--- config.mk ---
export PLATFORM = sky130hd
export DESIGN_NAME = lzd_pipe
export DESIGN_NICKNAME = d
export VERILOG_FILES = /design/src/rtl/lzd_pkg.sv /design/src/rtl/lzc_group.sv /design/src/rtl/lzd_pipe.sv
export SDC_FILE = /design/constraint.sdc
export NUM_CORES = 1
export LEC_CHECK = 0
export CORE_ASPECT_RATIO = 1.75
export CORE_MARGIN = 3
export CORE_UTILIZATION = 57
export DETAILED_ROUTE_END_ITERATION = 8
export PLACE_DENSITY = 0.86
export SKIP_LAST_GASP = 1
export SLEW_MARGIN = 25
export SYNTH_ARGS = -nofsm -noshare
export SYNTH_HDL_FRONTEND = slang
export SYNTH_SLANG_ARGS = --single-unit
--- constraint.sdc ---
create_clock -name clk -period 4.19 [get_ports clk]
set_input_delay 0.419 -clock clk [delete_from_list [all_inputs] [get_ports clk]]
set_output_delay 0.419 -clock clk [all_outputs]
set_load 0.03 [all_outputs]
--- src/rtl/lzd_pkg.sv ---
// Shared definitions for the pipelined leading-zero detector: width derivations,
// the per-group count/flag record and the group leading-zero counter.
package lzd_pkg;

    localparam int M_DEF  = 23;
    localparam int G_DEF  = 8;
    localparam int GMAX   = 32;
    localparam int GLZC_W = 6;

    function automatic int calc_w(input int m);
        return m + 2;
    endfunction

    function automatic int calc_ng(input int w, input int g);
        return (w + g - 1) / g;
    endfunction

    function automatic int calc_sw(input int m);
        return $clog2(m + 3);
    endfunction

    localparam int W_DEF  = calc_w(M_DEF);
    localparam int NG_DEF = calc_ng(W_DEF, G_DEF);
    localparam int SW_DEF = calc_sw(M_DEF);

    typedef struct packed {
        logic              allz;
        logic [GLZC_W-1:0] lzc;
    } grp_t;

    // Leading zeros within bits[g-1:0]; returns g when that slice is all zero.
    function automatic logic [GLZC_W-1:0] group_lzc(input logic [GMAX-1:0] bits, input int g);
        logic [GLZC_W-1:0] cnt;
        logic              hit;
        cnt = GLZC_W'(g);
        hit = 1'b0;
        for (int i = GMAX - 1; i >= 0; i--) begin
            if ((i < g) && !hit && bits[i]) begin
                cnt = GLZC_W'(g - 1 - i);
                hit = 1'b1;
            end else begin
                hit = hit;
            end
        end
        return cnt;
    endfunction

endpackage

--- src/rtl/lzc_group.sv ---
// Combinational G-bit leading-zero count plus all-zero flag for one group of
// the split count.
module lzc_group
    import lzd_pkg::*;
#(
    parameter int G = 8
) (
    input  logic [G-1:0]        bits,
    output logic [GLZC_W-1:0]   lzc,
    output logic                allz
);

    logic [GMAX-1:0] ext_s;

    // Zero-extend the group at the top so the shared counter scans only G bits.
    always_comb begin
        ext_s        = {GMAX{1'b0}};
        ext_s[G-1:0] = bits;
        lzc          = group_lzc(ext_s, G);
        allz         = ~|bits;
    end

endmodule

--- src/rtl/lzd_pipe.sv ---
// Three-stage leading-zero detector on A-B with valid/ready flow control.
// Define LZD_PIPE_SIGN_EN to report |A-B| and the sign of the difference.
module lzd_pipe
    import lzd_pkg::*;
#(
    parameter int M           = 23,
    parameter int G           = 8,
    parameter int SHIFT_WIDTH = $clog2(M + 3)
) (
    input  logic                   clk,
    input  logic                   rst,
    input  logic                   in_valid,
    output logic                   in_ready,
    input  logic [M+1:0]           A,
    input  logic [M+1:0]           B,
    output logic                   out_valid,
    input  logic                   out_ready,
    output logic [M+1:0]           diff,
    output logic [SHIFT_WIDTH-1:0] shift_amt,
    output logic                   zero,
    output logic                   sign
);

    localparam int W  = calc_w(M);
    localparam int NG = calc_ng(W, G);
    localparam int PW = NG * G;

    logic                   en1_s, en2_s, en3_s;
    logic                   v1_r, v2_r, v3_r;
    logic [W-1:0]           d_s, d1_r, d2_r;
    logic [PW-1:0]          padded_s;
    logic [NG-1:0][GLZC_W-1:0] lzc_s, lzc2_r;
    logic [NG-1:0]          allz_s, allz2_r;
    grp_t [NG-1:0]          grp_s;
    logic [SHIFT_WIDTH-1:0] cnt_s;
    logic                   hit_s;
    logic                   zero_s;
    logic [W-1:0]           diff_r;
    logic [SHIFT_WIDTH-1:0] shift_r;
    logic                   zero_r;

    // A stage may load when it is empty or its contents move on this cycle.
    always_comb begin
        en3_s = !v3_r || out_ready;
        en2_s = !v2_r || en3_s;
        en1_s = !v1_r || en2_s;
    end

    assign in_ready  = en1_s;
    assign out_valid = v3_r;
    assign diff      = diff_r;
    assign shift_amt = shift_r;
    assign zero      = zero_r;

`ifdef LZD_PIPE_SIGN_EN
    logic lt_s, s1_r, s2_r, sign_r;

    // Magnitude of the difference so the count normalises |A-B|.
    always_comb begin
        lt_s = (A < B);
        if (lt_s) begin
            d_s = B - A;
        end else begin
            d_s = A - B;
        end
    end

    // Sign travels alongside the difference through all three stages.
    always_ff @(posedge clk) begin
        if (rst) begin
            s1_r   <= 1'b0;
            s2_r   <= 1'b0;
            sign_r <= 1'b0;
        end else begin
            if (en1_s && in_valid) begin
                s1_r <= lt_s;
            end
            if (en2_s && v1_r) begin
                s2_r <= s1_r;
            end
            if (en3_s && v2_r) begin
                sign_r <= s2_r;
            end
        end
    end

    assign sign = sign_r;
`else
    // Raw modulo-2^W difference.
    always_comb begin
        d_s = A - B;
    end

    assign sign = 1'b0;
`endif

    // Padding sits at the LSB end so it can never be counted ahead of real bits.
    always_comb begin
        padded_s            = {PW{1'b0}};
        padded_s[PW-1 -: W] = d1_r;
    end

    genvar gi;
    generate
        for (gi = 0; gi < NG; gi++) begin : g_grp
            lzc_group #(
                .G (G)
            ) u_lzc (
                .bits (padded_s[PW-1-gi*G -: G]),
                .lzc  (lzc_s[gi]),
                .allz (allz_s[gi])
            );
            assign grp_s[gi].lzc  = lzc_s[gi];
            assign grp_s[gi].allz = allz_s[gi];
        end
    endgenerate

    // First non-empty group (MSB-first) sets the count; all-zero reports W.
    always_comb begin
        cnt_s = SHIFT_WIDTH'(W);
        hit_s = 1'b0;
        for (int g = 0; g < NG; g++) begin
            if (!hit_s && !allz2_r[g]) begin
                cnt_s = SHIFT_WIDTH'(g * G) + SHIFT_WIDTH'(lzc2_r[g]);
                hit_s = 1'b1;
            end else begin
                hit_s = hit_s;
            end
        end
        zero_s = &allz2_r;
    end

    // Stage 1: operand difference.
    always_ff @(posedge clk) begin
        if (rst) begin
            v1_r <= 1'b0;
            d1_r <= {W{1'b0}};
        end else if (en1_s) begin
            v1_r <= in_valid;
            if (in_valid) begin
                d1_r <= d_s;
            end
        end
    end

    // Stage 2: per-group counts and flags.
    always_ff @(posedge clk) begin
        if (rst) begin
            v2_r    <= 1'b0;
            d2_r    <= {W{1'b0}};
            lzc2_r  <= {(NG*GLZC_W){1'b0}};
            allz2_r <= {NG{1'b0}};
        end else if (en2_s) begin
            v2_r <= v1_r;
            if (v1_r) begin
                d2_r <= d1_r;
                for (int g = 0; g < NG; g++) begin
                    lzc2_r[g]  <= grp_s[g].lzc;
                    allz2_r[g] <= grp_s[g].allz;
                end
            end
        end
    end

    // Stage 3: output registers, held while the consumer stalls.
    always_ff @(posedge clk) begin
        if (rst) begin
            v3_r    <= 1'b0;
            diff_r  <= {W{1'b0}};
            shift_r <= {SHIFT_WIDTH{1'b0}};
            zero_r  <= 1'b0;
        end else if (en3_s) begin
            v3_r <= v2_r;
            if (v2_r) begin
                diff_r  <= d2_r;
                shift_r <= cnt_s;
                zero_r  <= zero_s;
            end
        end
    end

endmodule
Yosys cells after proc, flatten, opt, wreduce, memory -nomap -nowiden. Cells that the tools add are included.

Register bits: 107. Bits in latches: 0. Bits in writable memories: 0. Bits in read-only memories: 0. Input bits: 54. Output and inout port bits: 34. Word-level logic and storage cells: 137. Memories: 0.

Add/subtract/negate cells: 4. Multiply operators: 0. Div/mod/pow operators: 0. Order comparisons: 0. Equal/unequal tests: 0. Shifts and indexed selects: 0. Mux-type cells: 53. Bitwise logic cells: 0. Reduce and logical (&&, ||, !) cells: 67.

Operators by type and width (count): 5-bit 2-to-1 mux (25); 1-bit zero test (33); 25-bit subtractor (1); 1-bit logical AND (24); 1-bit 2-to-1 mux (24); 8-bit OR reduction (3); 4-bit 2-to-1 mux (4); 2-bit AND reduction (3); 4-bit by 5-bit adder with 5-bit output, first input constant (1); 5-bit by 4-bit adder with 5-bit output, first input constant (1); 5-bit adder, first input constant (1); 4-bit AND reduction (1); 1-bit logical OR (3).

Depth between registers and ports, before layout. Gate-level depths: netlist (run 1).

Word-level depth: 22. Gate-level depth with buffers: 11.

By module. A second synthesis (run 1) with hierarchy kept.

Cell total of the unflattened synthesis: 771. Area, all modules: 5766.8 um^2.

By module, submodules not included: lzd_pipe (times used 1, cells each 699, area each 5266.3 um^2, sequential area each 2162.1 um^2); lzc_group (times used 4, cells each 18, area each 125.1 um^2, sequential area each 0.0 um^2).

Worst setup path before layout (run 1). No wires, ideal clock.

Path type: input to register. From: in A[0]. To: reg d1_r[22]. Setup time: 0.117 ns. Arrival time: 2.432 ns. Setup slack: 1.641 ns. Stages on the path: 11. Path buffers: 0. Path through: inv_1 -> ha_1 -> fa_1 -> nand2b_1 -> a21oi_2 -> a31oi_2 -> o31a_1 -> o31ai_4 -> o22ai_2 -> xnor2_1 -> a22o_1.

Cells in the longest elaborated chain, start to end: 1.

RTL lines: from (decl) (RTL line lzd_pipe.sv:14) `input logic [M+1:0] A,`; 25-bit subtractor (RTL line lzd_pipe.sv:91) `d_s = A - B;`; to (signal assigned) (RTL line lzd_pipe.sv:137) `d1_r <= {W{1'b0}};`; to (signal assigned) (RTL line lzd_pipe.sv:141) `d1_r <= d_s;`; to (decl) (RTL line lzd_pipe.sv:30) `logic [W-1:0] d_s, d1_r, d2_r;`.

No other way between the ends. A chain may end at the register's enable or synchronous reset.

Final worst setup path (run 1). Same ends and word-level chain as after synthesis.

==> results of run 1 <==
[final timing paths]
| kind | to | slack [ns] | depth (start not counted) |
|---|---|---|---|
| worst max-delay path | d1_r[22] | 1.30 | 12 |
| worst min-delay path | diff[14] | 0.45 | 2 |
| worst max register to register | lzc2_r[1] | 1.76 | 7 |
| worst min register to register | diff[14] | 0.45 | 2 |
[final cells by class]
class                   instances  area, um^2
clock buffers                  12         246
clock inverters                 4        72.6
fillers                       688        2210
inverters                      31         116
multi-input cells             476        2690
flip-flops and latches        100        2000
well taps                     115         144
repair buffers                 90         886
[metal layers]
layer | up-vias | global-route usage
met1 | 2016 | 0.228
met3 | 14 | 0.0355
li1 | 2314 | -
met4 | 0 | 0.106
met5 | - | 0
met2 | 115 | 0.386
[metrics by stage]
stage | std cells | power [W]
floorplan | 638 | 0.00136
global placement | 812 | 0.00146
detailed placement | 812 | 0.00148
CTS | 828 | 0.00234
global route | 828 | 0.00243
finish | 828 | 0.00233
[synthesized netlist by cell type (4+ instances only)]
master | instances | area, um^2
nand2_1 | 149 | 559
o211ai_1 | 4 | 30.0
nand3_1 | 9 | 45.0
dfxtp_1 | 100 | 2000
a21o_1 | 13 | 97.6
a22o_1 | 10 | 87.6
clkbuf_1 | 25 | 93.8
o21a_1 | 4 | 30.0
a31oi_1 | 4 | 25.0
nor3_1 | 8 | 40.0
nor3b_1 | 5 | 37.5
xnor2_1 | 14 | 123
o21ai_0 | 14 | 70.1
xor2_1 | 7 | 61.3
nand2b_1 | 4 | 25.0
a21oi_1 | 105 | 526
nor4_1 | 9 | 56.3
ha_1 | 24 | 300
inv_1 | 31 | 116
nor2_1 | 49 | 184
[worst reg2reg max path: cells and delay by family (launching register included)]
| kind | cells | cell delay [ns] |
|---|---|---|
| and+or+nand+nor | 5 | 1.44 |
| buffers and inverters | 1 | 0.37 |
| DFF | 1 | 0.32 |
| AOI/OAI and AO/OA | 1 | 0.14 |
[kinds of logic after synthesis]
kind of cell	Yosys count
AOI/OAI and AO/OA	180
muxes	3
adders and majority gates	25
DFF	100
xor gates and xnor gates	21
buffers and inverters	62
other	1
and+or+nand+nor	246
[registers in the layout (all words and copies together) (netlist names)]
register and cells:
d1_r 25, d2_r 25, diff 25, lzc2_r 13, shift_amt 5, allz2_r 3, out_valid 1, v1_r 1
v2_r 1, zero 1
[report_power, final]
group	switching, W	total, W	internal, W
clock network	0.000325	0.000863	0.000538
logic	0.000216	0.000412	0.000195
registers	0.0000510	0.00105	0.000999
==> flow_summary.toml, run 1 <==
[run_status]
status = "finished clean"

[global_route]
grt_antenna_before_repair = 0
grt_pass1_wl_um = 17200
grt_max_degree = 48
grt_use_total = 0.208
grt_pass1_vias = 4072
grt-ovfl-total = 0

[die]
coreArea_um2 = 8370
die_w_um = 76.3
die_h_um = 129
rows = 44
pin_count = 88
dieArea_um2 = 9850
initial_core_util = 0.590

[critical_path]
cp_cell_sequence = "clkdlybuf4s50_1 -> inv_1 -> ha_1 -> fa_1 -> nand2b_1 -> a21oi_2 -> a31oi_2 -> o31a_1 -> o31ai_4 -> o22ai_2 -> xnor2_1 -> a22o_1"
reg2reg_from = "out_valid"
crit_slowest_cell = "clkdlybuf4s50_1"
path_class = "primary input to flip-flop"
cp_num_buf_inv = 2
endpoint_kind = "flip-flop"
arrival_ns = 3.12
cp_max_fo = 4
cp-startpoint = "A[0]"
required_ns = 4.42
path_delay_family = "compound AO/OA/AOI/OAI gates"
cp_slowest_stage_delay_ns = 0.46
start_kind = "primary input"

[sta]
grt_setup_unrepaired = "false"
slew_violations = 0
fmax_mhz = 346
setup_tns_ns = 0
setup_slack_ns = 1.30
hold_viol_final = 0
hold_ws_ns = 0.452
fin_skew_ns = 0.00484
fin_crit_sh = 0.690
relSlewSlack = 0.371
setup_violations = 0
worst_slew_pin_slew_ns = 0.944
period_needed_ns = 2.89

[clock_network]
cts_tree = "built"
cts_sinks = 100
ctsHoldBuffers = 0
cts_root_buf = "clkbuf_16"
clk_pin_slew_ns = 0.06
cts_resized = 0
htreeDepth = 3
insertion_delay_ns = 0.33
cts_buffer_depth = 2
post-cts-setup-buffers = 0
cts_buffers = 9

[routing]
routedWlPerCell_um = 12.3
wl_met2_um = 5330
drtAntennaViolNets = 0
top_layer = "met4"
avgViaCountPerCell = 5.39
num_vias = 4459
dr.first_iter.drc_count = 266
dr.pass1.iters = 4
drt-total-wl_um = 10200
wl_met3_um = 401
drc = 0
wl_met1_um = 4240

[layout]
final_util = 0.735
diodes = 0
final_cell_mix = "nand2_1, a21oi_1, dfxtp_1, clkdlybuf4s50_1, nor2_1"
final_common_cell = "nand2_1"
drive_gt1_frac = 0.0477
fin_area_um2 = 6150
areaGrowthSynthToFinish_pct = 24.7
nets = 787

[power]
leakage_nw = 2.38
power_density_nw_per_um2 = 378
ir_worst_vdd_mv = 0.232

[synthesis]
yosysUniqueCellTypes = 53
async_flop_share = 0
synth_fa_ha_area_frac = 0.0649
syn_area_um2 = 4930
synth_compound_area_frac = 0.226
synth_ff_type = "dfxtp_1"
synth_mux_area_frac = 0.00634
yosys_warnings = 0
synth_xor_area_frac = 0.0373
synthCells = 638
yosys.area_share.simple = 0.209
syn_nets = 717
yosysSeqAreaShare = 0.406
synth_top_family_by_area = "compound AO/OA/AOI/OAI gates"
ys_ff_latch = 100
synth_edf_count = 0
syn_avg_cell_area_um2 = 7.73

[place]
dpl.hpwl_um = 7610
pre_cts_slack_ns = 0.966
io_buffer_count = 86
gp_congestion = 0.878
placed_cell_area_um2 = 5830

[run]
maxCapViolCount = 0

[worst_hold_path]
min_from = "d2_r[14]"
hp-class = "flip-flop to flip-flop"
No activity file was read; power rests on OpenSTA's default activity.
==> inputs of run 2 (changes only) <==
--- a/config.mk
+++ b/config.mk
@@ -7,9 +7,9 @@
 export LEC_CHECK = 0
 export CORE_ASPECT_RATIO = 1.75
 export CORE_MARGIN = 3
-export CORE_UTILIZATION = 57
+export CORE_UTILIZATION = 48
 export DETAILED_ROUTE_END_ITERATION = 8
-export PLACE_DENSITY = 0.86
+export PLACE_DENSITY = 0.77
 export SKIP_LAST_GASP = 1
 export SLEW_MARGIN = 25
 export SYNTH_ARGS = -nofsm -noshare
==> constraint.sdc (replaced) <==
create_clock -name clk -period 2.5 [get_ports clk]
set_input_delay 0.25 -clock clk [delete_from_list [all_inputs] [get_ports clk]]
set_output_delay 0.25 -clock clk [all_outputs]
set_load 0.03 [all_outputs]
==> run 2 against run 1 <==
First-iteration DRC count increased by 5.6%. Die area grew 18%. Register-to-register slack got worse by 1.2 ns. Count of clock-buffer cells in the layout unchanged. Sequential cell count unchanged.
==> flow_summary.toml, run 2 (same netlist as run 1, synthesis figures left out) <==
[power]
power_density_nw_per_um2 = 603
leakage_nw = 2.55
ir_worst_vdd_mv = 0.454

[clock_network]
cts_buffers = 9
htreeDepth = 3
cts_buffer_depth = 2
clk_pin_slew_ns = 0.06
cts_sinks = 100
cts_tree = "built"
insertion_delay_ns = 0.34
ctsHoldBuffers = 0
cts_root_buf = "clkbuf_16"

[routing]
drc = 0
dr.first_iter.drc_count = 281
routedWlPerCell_um = 12.6
dr.pass1.iters = 5
num_vias = 4617
drt-total-wl_um = 10900
avgViaCountPerCell = 5.31
drtAntennaViolNets = 0

[critical_path]
arrival_ns = 2.64
start_kind = "primary input"
cp_max_fo = 3
crit_slowest_cell = "clkdlybuf4s50_1"
endpoint_kind = "flip-flop"
path_class = "primary input to flip-flop"
cp_num_buf_inv = 1
required_ns = 2.73
cp_cell_sequence = "clkdlybuf4s50_1 -> ha_2 -> fa_2 -> nand2b_4 -> a21oi_4 -> a31oi_4 -> o31a_1 -> o31ai_4 -> o22ai_2 -> xnor2_1 -> a22o_1"
path_delay_family = "compound AO/OA/AOI/OAI gates"
cp_slowest_stage_delay_ns = 0.41

[sta]
setup_violations = 0
fin_skew_ns = 0.00353
worst_slew_pin_slew_ns = 0.911
fin_crit_sh = 0.965
hold_viol_final = 0
fmax_mhz = 414
slew_violations = 0
setup_tns_ns = 0
period_needed_ns = 2.41
relSlewSlack = 0.393

[die]
pin_count = 88
rows = 48
initial_core_util = 0.495
die_h_um = 140
coreArea_um2 = 9970
die_w_um = 82.6
dieArea_um2 = 11600

[global_route]
grt_use_total = 0.199
grt_pass1_wl_um = 18600
grt-ovfl-total = 0
grt_max_degree = 50
grt_pass1_vias = 4361
grt_antenna_before_repair = 0

[place]
gp_congestion = 0.821
io_buffer_count = 86
dpl.hpwl_um = 8370
dp_cells = 854

[worst_hold_path]
hp-class = "primary input to flip-flop"

[layout]
final_common_cell = "nand2_1"
areaGrowthSynthToFinish_pct = 31.0
drive_gt1_frac = 0.0993
final_cell_mix = "nand2_1, a21oi_1, dfxtp_1, clkdlybuf4s50_1, nor2_1"
diodes = 0
final_util = 0.648
layoutNonFillerInstCount = 870
nets = 821

[run]
maxCapViolCount = 0

[run_status]
status = "finished clean"
run 2: repair_timing:
action / 4_1_cts / 5_1_grt
setup endpoints to repair: 3 / 8
pin swaps: 7 / 3
resized for setup: 6 / 7
buffers inserted: 2 / 0
endpoints found under the hold margin: 0 / 0
run 2: final timing paths:
kind                endpoint  slack [ns]  depth (start not counted)       from
setup / recovery    d1_r[22]        0.09                         11       B[0]
hold / removal     lzc2_r[7]        0.39                          2        rst
setup reg to reg  lzc2_r[21]        0.59                          7  out_valid
hold reg to reg      diff[8]        0.45                          2    diff[8]
run 2: final cells by class:
type,count,area [um^2]
Inverter,31,116
Multi-Input combinational cell,476,2750
Clock buffer,12,256
Timing Repair Buffer,124,1150
Fill cell,867,3500
Clock inverter,2,35.0
Sequential cell,100,2000
Tap cell,125,156
run 2: metrics by stage:
stage | setup WS (ns) | hold slack [ns] | instance area [um^2] | total power (W)
after floorplan | 0.120 | 0.419 | 4930 | 0.00228
after global placement | -0.438 | 0.442 | 6100 | 0.00252
after detailed placement | -0.505 | 0.443 | 6100 | 0.00255
after CTS | 0.00993 | 0.382 | 6430 | 0.00391
after global routing | -0.0275 | 0.419 | 6460 | 0.00409
final | 0.0873 | 0.395 | 6460 | 0.00390
run 2: worst reg2reg max path, stage by stage, from the launching register on:
cell	delay [ns]
dfxtp_1	0.31
nor2b_1	0.13
buf_4	0.16
nand2_1	0.08
and2_1	0.73
nand2_1	0.20
o21ai_0	0.13
nor2_1	0.06
run 2: power breakdown:
group	total [W]	internal [W]	leakage, nW	switching [W]
Sequential	0.00176	0.00168	0.814	0.0000857
Clock	0.00135	0.000817	0.145	0.000536
Combinational	0.000787	0.000396	1.59	0.000391
run 2: routing by layer:
metal  global-route usage  share of wire
met5                    0              0
met4               0.0810          0.022
met2                0.365           0.54
met3               0.0270          0.037
met1                0.222           0.40
==> inputs of run 3 (changes only) <==
--- a/config.mk
+++ b/config.mk
@@ -10,6 +10,8 @@
 export CORE_UTILIZATION = 48
 export DETAILED_ROUTE_END_ITERATION = 8
 export PLACE_DENSITY = 0.77
+export RECOVER_POWER = 50
+export SKIP_CTS_REPAIR_TIMING = 1
 export SKIP_LAST_GASP = 1
 export SLEW_MARGIN = 25
 export SYNTH_ARGS = -nofsm -noshare
==> run 3 against run 2 <==
Sequential share of layout area increased by 0.11 points. Register-to-register slack worse by 0.25 ns. Final area down 0.37%. Hold slack worse by 0.12 ns. Routed wire length up 0.81%. Largest cell class unchanged.
==> flow_summary.toml, run 3 (same netlist as run 1, synthesis figures left out) <==
[run_status]
status = "finished clean"

[critical_path]
reg2reg_to = "lzc2_r[8]"
endpoint_kind = "flip-flop"
cp_max_fo = 4
ff2ff_setup_slack_ns = 0.34
path_class = "primary input to flip-flop"
arrival_ns = 2.64
rr_worst_depth = 8
required_ns = 2.73
start_kind = "primary input"
reg2reg_from = "out_valid"

[die]
coreArea_um2 = 9970
rows = 48
initial_core_util = 0.495
dieArea_um2 = 11600
pin_count = 88
die_h_um = 140
die_w_um = 82.6

[sta]
period_needed_ns = 2.41
relSlewSlack = 0.398
setup_slack_ns = 0.0916
slew_violations = 0
worst_slew_pin_slew_ns = 0.904
fin_skew_ns = 0.00367
fin_crit_sh = 0.963
grt_setup_unrepaired = "true"
hold_viol_final = 0
fmax_mhz = 415
setup_violations = 0
setup_tns_ns = 0

[layout]
layoutNonFillerInstCount = 869
nets = 820
final_cell_mix = "nand2_1, a21oi_1, dfxtp_1, clkdlybuf4s50_1, nor2_1"
diodes = 0
final_common_cell = "nand2_1"
n_fill_cell = 876
drive_gt1_frac = 0.0927
final_util = 0.646
areaGrowthSynthToFinish_pct = 30.5

[worst_hold_path]
min_path_cells = 3
whs_endpoint = "d1_r[0]"
min_from = "B[0]"
hp-class = "primary input to flip-flop"

[place]
pre_cts_slack_ns = -0.505
dp_cells = 854
dpl.hpwl_um = 8370
gp_congestion = 0.821
io_buffer_count = 86

[routing]
num_vias = 4620
drt-total-wl_um = 11000
drc = 0
dr.pass1.iters = 7
routedWlPerCell_um = 12.7
avgViaCountPerCell = 5.32
drtAntennaViolNets = 0
dr.first_iter.drc_count = 211

[clock_network]
cts_buffer_depth = 2
cts_tree = "built"
htreeDepth = 3
cts_root_buf = "clkbuf_16"
insertion_delay_ns = 0.34
cts_buffers = 9
clk_pin_slew_ns = 0.06
cts_sinks = 100

[global_route]
grt_use_total = 0.197
grt-ovfl-total = 0
grt_antenna_before_repair = 0
grt_pass1_wl_um = 18400
grt_max_degree = 50
grt_pass1_vias = 4321

[power]
p_total_w = 0.00389
power_density_nw_per_um2 = 605
leakage_nw = 2.61
ir_worst_vdd_mv = 0.454

[run]
maxCapViolCount = 0
## run 3: changes by cell type in the layout (fill, tap and decap cells not counted)
cell,before,now
dlygate4sd2_1,1,0
buf_12,1,0
clkdlybuf4s50_1,84,62
clkbuf_1,1,5
ha_2,1,0
dlygate4sd3_1,0,21
ha_4,0,1
buf_4,37,31
dlymetal6s2s_1,0,2
clkbuf_2,0,2
## run 3: stage by stage
| step | hold slack, ns | cell area (um^2) |
|---|---|---|
| floorplan | 0.419 | 4930 |
| finish | 0.272 | 6440 |
| CTS | 0.382 | 6390 |
| global route | 0.285 | 6440 |
| global placement | 0.442 | 6100 |
| detailed placement | 0.443 | 6100 |
## run 3: area by class of cell
| type | instances | area [um^2] | area share |
|---|---|---|---|
| multi-input cells | 476 | 2760 | 0.428 |
| flip-flops and latches | 100 | 2000 | 0.311 |
| repair buffers | 123 | 1120 | 0.174 |
| clock buffers | 12 | 256 | 0.0398 |
| well taps | 125 | 156 | 0.0243 |
| inverters | 31 | 116 | 0.0181 |
| clock inverters | 2 | 35.0 | 0.00544 |
## run 3: worst max path at each step
stage,from,to,slack (ns),depth (start not counted)
after CTS,A[0],d1_r[22],-0.15,12
after global placement,A[0],d1_r[22],-0.44,12
after floorplan,A[0],d1_r[22],0.12,11
after global routing,B[1],d1_r[19],-0.06,11
final,A[1],d1_r[22],0.09,11
after detailed placement,A[0],d1_r[22],-0.51,12
## run 3: critical path: stages
cell and delay (ns):
clkdlybuf4s50_1 0.50, inv_1 0.07, fa_2 0.35, nand2b_4 0.16, a21oi_4 0.19, a31oi_4 0.12
o31a_1 0.35, o31ai_4 0.21, o22ai_2 0.11, xnor2_1 0.13, a22o_1 0.19
## run 3: per-layer routing
metal / vias to the layer above / GRT usage / routed length (um)
met1: 2124 / 0.220 / 4460
met3: 15 / 0.0277 / 404
met5: - / 0 / 0
met4: 0 / 0.0827 / 220
met2: 106 / 0.357 / 5930
li1: 2375 / - / -
## run 3: power breakdown
part	internal [W]	switching, W	total (W)
Combinational	0.000390	0.000393	0.000783
Clock	0.000817	0.000533	0.00135
Sequential	0.00168	0.0000858	0.00176
